===== src/rtl/fwd_hazard_unit.sv =====
// EX-stage operand forwarding, load-use stall detection and D-cache miss freeze control.
// Optional saturating perf counters are compiled in with `define FWD_PERF_CNT_EN.
module fwd_hazard_unit #(
  parameter int NUM_SRC = 2,
  parameter int RA_W    = 5,
  parameter int DATA_W  = 32,
  parameter int CNT_W   = 16
) (
  input  logic                    i_clk,
  input  logic                    i_rst,
  input  logic [NUM_SRC*RA_W-1:0] i_rs_ID,
  input  logic [NUM_SRC*RA_W-1:0] i_rs_EX,
  input  logic [RA_W-1:0]         i_rd_EX,
  input  logic                    i_memread_EX,
  input  logic                    i_regwrite_EX,
  input  logic [RA_W-1:0]         i_write_reg_MEM,
  input  logic                    i_regwrite_MEM,
  input  logic                    i_wb_MEM,
  input  logic                    i_slt_MEM,
  input  logic                    i_jump_MEM,
  input  logic                    i_memtoreg_MEM,
  input  logic [RA_W-1:0]         i_write_reg_WB,
  input  logic                    i_regwrite_WB,
  input  logic [DATA_W-1:0]       i_wb_data_WB,
  input  logic                    i_dmem_stall,
  output logic [NUM_SRC*3-1:0]    o_fwd,
  output logic [DATA_W-1:0]       o_hold_data,
  output logic                    o_stall_id,
  output logic                    o_bubble_ex,
`ifdef FWD_PERF_CNT_EN
  output logic                    o_freeze,
  output logic [CNT_W-1:0]        o_ldu_cnt,
  output logic [CNT_W-1:0]        o_frz_cnt
`else
  output logic                    o_freeze
`endif
);

  if (NUM_SRC < 2 || NUM_SRC > 3 || CNT_W < 1) begin : g_bad_params
    $error("fwd_hazard_unit: unsupported parameter combination");
  end

  typedef enum logic {RUN = 1'b0, FROZEN = 1'b1} state_e;

  state_e            state;
  state_e            state_nxt;
  logic              hold_capture;
  logic              hold_vld;
  logic [RA_W-1:0]   hold_rd;
  logic [DATA_W-1:0] hold_data;
  logic [2:0]        mem_kind_sel;
  logic              mem_fwd_ok;
  logic              wb_fwd_ok;
  logic              ldu_hit;
  logic              ldu_stall;

  always_ff @(posedge i_clk or posedge i_rst) begin
    if (i_rst) state <= RUN;
    else       state <= state_nxt;
  end

  always_comb begin
    state_nxt = state;
    case (state)
      RUN:     if (i_dmem_stall)  state_nxt = FROZEN;
      FROZEN:  if (!i_dmem_stall) state_nxt = RUN;
      default: state_nxt = RUN;
    endcase
  end

  // The WB result is only captured on entry to a freeze; later frozen cycles carry bubbles.
  always_comb begin
    o_freeze     = i_dmem_stall;
    hold_capture = (state == RUN) && i_dmem_stall;
  end

  // The hold entry survives the release cycle so the frozen EX instruction can still consume it.
  always_ff @(posedge i_clk or posedge i_rst) begin
    if (i_rst) begin
      hold_vld  <= 1'b0;
      hold_rd   <= '0;
      hold_data <= '0;
    end else if (hold_capture) begin
      hold_vld  <= i_regwrite_WB && (i_write_reg_WB != '0);
      hold_rd   <= i_write_reg_WB;
      hold_data <= i_wb_data_WB;
    end else if (!i_dmem_stall) begin
      hold_vld  <= 1'b0;
    end
  end

  assign o_hold_data = hold_data;

  // Only the four single-kind MEM results are forwardable; anything else defers to WB/hold.
  always_comb begin
    case ({i_wb_MEM, i_slt_MEM, i_jump_MEM, i_memtoreg_MEM})
      4'b0000: mem_kind_sel = 3'd1;
      4'b0100: mem_kind_sel = 3'd2;
      4'b1000: mem_kind_sel = 3'd3;
      4'b0010: mem_kind_sel = 3'd4;
      default: mem_kind_sel = 3'd0;
    endcase
  end

  assign mem_fwd_ok = i_regwrite_MEM && (i_write_reg_MEM != '0) && (mem_kind_sel != 3'd0);
  assign wb_fwd_ok  = i_regwrite_WB && (i_write_reg_WB != '0);

  always_comb begin
    o_fwd = '0;
    for (int k = 0; k < NUM_SRC; k++) begin
      logic [RA_W-1:0] rs;
      rs = i_rs_EX[k*RA_W +: RA_W];
      if (rs != '0) begin
        if (mem_fwd_ok && (rs == i_write_reg_MEM))  o_fwd[k*3 +: 3] = mem_kind_sel;
        else if (wb_fwd_ok && (rs == i_write_reg_WB)) o_fwd[k*3 +: 3] = 3'd5;
        else if (hold_vld && (rs == hold_rd))         o_fwd[k*3 +: 3] = 3'd6;
      end
    end
  end

  always_comb begin
    ldu_hit = 1'b0;
    for (int k = 0; k < NUM_SRC; k++) begin
      if (i_rs_ID[k*RA_W +: RA_W] == i_rd_EX) ldu_hit = 1'b1;
    end
  end

  // A freeze already holds the front end, so the load-use stall waits until release.
  assign ldu_stall   = i_memread_EX && i_regwrite_EX && (i_rd_EX != '0) && ldu_hit && !o_freeze;
  assign o_stall_id  = ldu_stall;
  assign o_bubble_ex = ldu_stall;

`ifdef FWD_PERF_CNT_EN
  logic [CNT_W-1:0] ldu_cnt;
  logic [CNT_W-1:0] frz_cnt;

  always_ff @(posedge i_clk or posedge i_rst) begin
    if (i_rst) begin
      ldu_cnt <= '0;
      frz_cnt <= '0;
    end else begin
      if (o_stall_id && (ldu_cnt != '1)) ldu_cnt <= ldu_cnt + CNT_W'(1);
      if (o_freeze && (frz_cnt != '1))   frz_cnt <= frz_cnt + CNT_W'(1);
    end
  end

  assign o_ldu_cnt = ldu_cnt;
  assign o_frz_cnt = frz_cnt;
`endif

endmodule


===== config.mk =====
export PLATFORM = sky130hd
export DESIGN_NAME = fwd_hazard_unit
export DESIGN_NICKNAME = d
export VERILOG_FILES = /design/src/rtl/fwd_hazard_unit.sv
export SDC_FILE = /design/constraint.sdc
export NUM_CORES = 1
export LEC_CHECK = 0
export BUFFER_PORTS_ARGS = -buffer_cell sky130_fd_sc_hd__buf_2
export CORE_MARGIN = 2
export CORE_UTILIZATION = 48
export CTS_CLUSTER_DIAMETER = 50
export DETAILED_ROUTE_END_ITERATION = 10
export PLACE_DENSITY = 0.92
export SYNTH_ARGS = -nofsm -noshare
export SYNTH_HDL_FRONTEND = slang
export SYNTH_SLANG_ARGS = --single-unit

===== constraint.sdc =====
create_clock -name i_clk -period 7.6 [get_ports i_clk]
set_clock_uncertainty 0.05 [all_clocks]
set_input_delay 2.28 -clock i_clk [delete_from_list [all_inputs] [get_ports i_clk]]
set_output_delay 2.28 -clock i_clk [all_outputs]
set_load 0.005 [all_outputs]

==> metrics.cfg <==
[sta]
hold_viol=0
maxSlewHeadroom=0.337
rsz0062_at_grt=no
tns_ps=0
fmax_ghz=0.159
tightest_slew_ps=993
slew_viol_final=0
min_period_ps=6300
timing.final.crit_share=0.829
finalSetupViolations=0

[global_route]
grt_pass1_wl_um=8270
grt_pass1_vias=1939
antenna_found_initial=0
grt-ovfl-total=0
grt_use_total=0.205
grt_start_max_net_pins=40

[pwr]
p_leak_nw=1.36
p_per_area_mw_per_mm2=182
ir_drop_uv=164

[yosys]
syn_avg_cell_area_um2=12.2
syn-num-nets=252
synth_area_mm2=0.00213
ys_seq_area_frac=0.459
synth_cell_types=27
synth_cells=174
yosysWarningCount=0
ys_seq_elements=39

[die]
die_y_um=70.6
dieWidth_um=70.6
initial_core_util=0.492
io_pins=119
rows=24
dieArea_mm2=0.00498
fp.coreArea_mm2=0.00432

[worst_hold_path]
min_path_cells=1
hold_class=reg2reg

[cells_and_area]
final_common_cell=buf_2
stdcell_area_mm2=0.00286
num-fill-cells=345
register_area_um2=976
fin_cells=346
multi_input_area_mm2=0.00112
fin_nets=372
diodes=0
final_cell_mix=118 x buf_2, 39 x mux2_2, 39 x dfrtp_1, 21 x xor2_1, 20 x xnor2_1
layout-drive-gt1-share=0.578
syn2layout_area_growth_pct=34.2

[placed_design]
gp_congestion=0.948
numPortBuffers=118
dp_hpwl_um=4100
dp.cells=339
placed_cell_area_mm2=0.00277

[cts]
clock_latency_ps=270
cts.clk_slew.worst_paths_ps=70
clk_path_buf_depth=2
cts_buffers=5
ctsResizeCount=0
ctsHoldBuffers=0
root_buffer=clkbuf_8
cts_sinks=39
htreeDepth=2
cts_tree=yes
post-cts-setup-buffers=0

[worst_setup_path]
cp_slowest_cell=nor4_4
worstPathRequired_ps=5270
startpoint=i_wb_MEM
criticalPathCategory=in2out
cpMostUsedCell=buf_2
timing.rr.start=state$_DFF_PP0_
timing.critical_path.to=o_fwd[0]
path_cells=buf_2, maj3_2, a211o_1, nor4_4, mux2_2, buf_2
rr_endpoint=o_hold_data[17]$_DFFE_PP0P_
startpoint_type=input pin
critPathMaxFanout=5
r2r_cells=2
slowest_delay_ps=400
arrival_ps=3970
endpoint_kind=output port
reg2reg_setup_slack_ps=5790

[route]
wirelength_um=5070
drt_iter0_markers=48
drc=0
vias=1794
wl_per_cell_um=14.6
ant_nets=0
drtPass1Iterations=4
post_drt_via_cell_ratio=5.18

[job]
maxCapViolCount=0

[run_status]
status=finished clean

==> metal layers <==
layer | vias up | global-route usage | wire length, um | share of wire
li1 | 855 | - | - | -
met1 | 844 | 0.235 | 1930 | 0.38
met2 | 86 | 0.375 | 2610 | 0.52
met3 | 9 | 0.0513 | 428 | 0.084
met4 | 0 | 0.0650 | 93 | 0.018
met5 | - | 0 | 0 | 0
==> metrics by stage <==
| stage | power (mW) | util | hold slack (ps) | setup slack, ps |
|---|---|---|---|---|
| global placement | 0.382 | 0.640 | 434 | 1360 |
| detailed placement | 0.389 | 0.640 | 440 | 1300 |
| finish | 0.521 | 0.660 | 456 | 1300 |
| global route | 0.549 | 0.660 | 471 | 1240 |
| CTS | 0.528 | 0.660 | 457 | 1300 |
| floorplan | 0.321 | - | 455 | 1630 |
==> where the power goes <==
group	internal (mW)	total [mW]	switching (mW)	leakage, nW
Combinational	0.0732	0.130	0.0568	0.851
Sequential	0.237	0.254	0.0171	0.459
Clock	0.0712	0.137	0.0659	0.0470
==> cell type report <==
class	count	share of cell area
repair buffers	119	0.209
inverters	1	0.00131
flip-flops and latches	39	0.342
clock buffers	6	0.0289
clock inverters	1	0.00175
multi-input cells	128	0.394
well taps	52	0.0228
==> state kept, by name (all words and copies together) (netlist names) <==
register and flops:
hold_rd 5, hold_vld 1, o_hold_data 32, state 1
==> logic make-up (layout without fill, tap and decap cells) <==
| family | count (synthesis) | in the layout | share of synthesized area |
|---|---|---|---|
| flip-flops | 39 | 39 | 0.459 |
| AO/OA/AOI/OAI | 8 | 8 | 0.0253 |
| adder cells (fa/ha/maj) | 1 | 1 | 0.00529 |
| AND/OR/NAND/NOR | 39 | 39 | 0.119 |
| multiplexers | 39 | 39 | 0.206 |
| XOR/XNOR | 41 | 41 | 0.169 |
| buffers and inverters | 7 | 127 | 0.0159 |
==> worst min path at each step <==
stage | start | end | slack (ps)
finish | o_hold_data[26]$_DFFE_PP0P_ | o_hold_data[26]$_DFFE_PP0P_ | 460
global route | o_hold_data[7]$_DFFE_PP0P_ | o_hold_data[7]$_DFFE_PP0P_ | 470
CTS | o_hold_data[20]$_DFFE_PP0P_ | o_hold_data[20]$_DFFE_PP0P_ | 460
detailed placement | o_hold_data[20]$_DFFE_PP0P_ | o_hold_data[20]$_DFFE_PP0P_ | 440
global placement | o_hold_data[10]$_DFFE_PP0P_ | o_hold_data[10]$_DFFE_PP0P_ | 430
floorplan | o_hold_data[0]$_DFFE_PP0P_ | o_hold_data[0]$_DFFE_PP0P_ | 460
==> synthesized netlist by cell type (all sizes together) <==
library cell,count,share of area
a2111oi,1,0.0041
a211o,1,0.0041
a211oi,2,0.0071
a21oi,3,0.0071
a31oi,1,0.0029
and3,2,0.0059
buf,2,0.0071
clkbuf,4,0.0071
dfrtp,39,0.46
inv,1,0.0018
maj3,1,0.0053
mux2,39,0.21
nand2,3,0.0053
nand2b,1,0.0029
nand3,3,0.0071
nand4,2,0.0059
nor2,5,0.0088
nor2b,2,0.0059
nor3,8,0.019
nor3b,1,0.0035
nor4,6,0.032
or3b,2,0.0082
or4,3,0.011
or4b,1,0.0047
xnor2,20,0.082
xor2,21,0.086
==> worst max-delay path, delay by kind of cell <==
kind / cells / cell delay (ps)
adders and majority gates: 1 / 300
muxes: 1 / 380
AOI/OAI and AO/OA: 1 / 350
buffers and inverters: 2 / 250
and+or+nand+nor: 1 / 400
(Power assumes the default switching activity.)
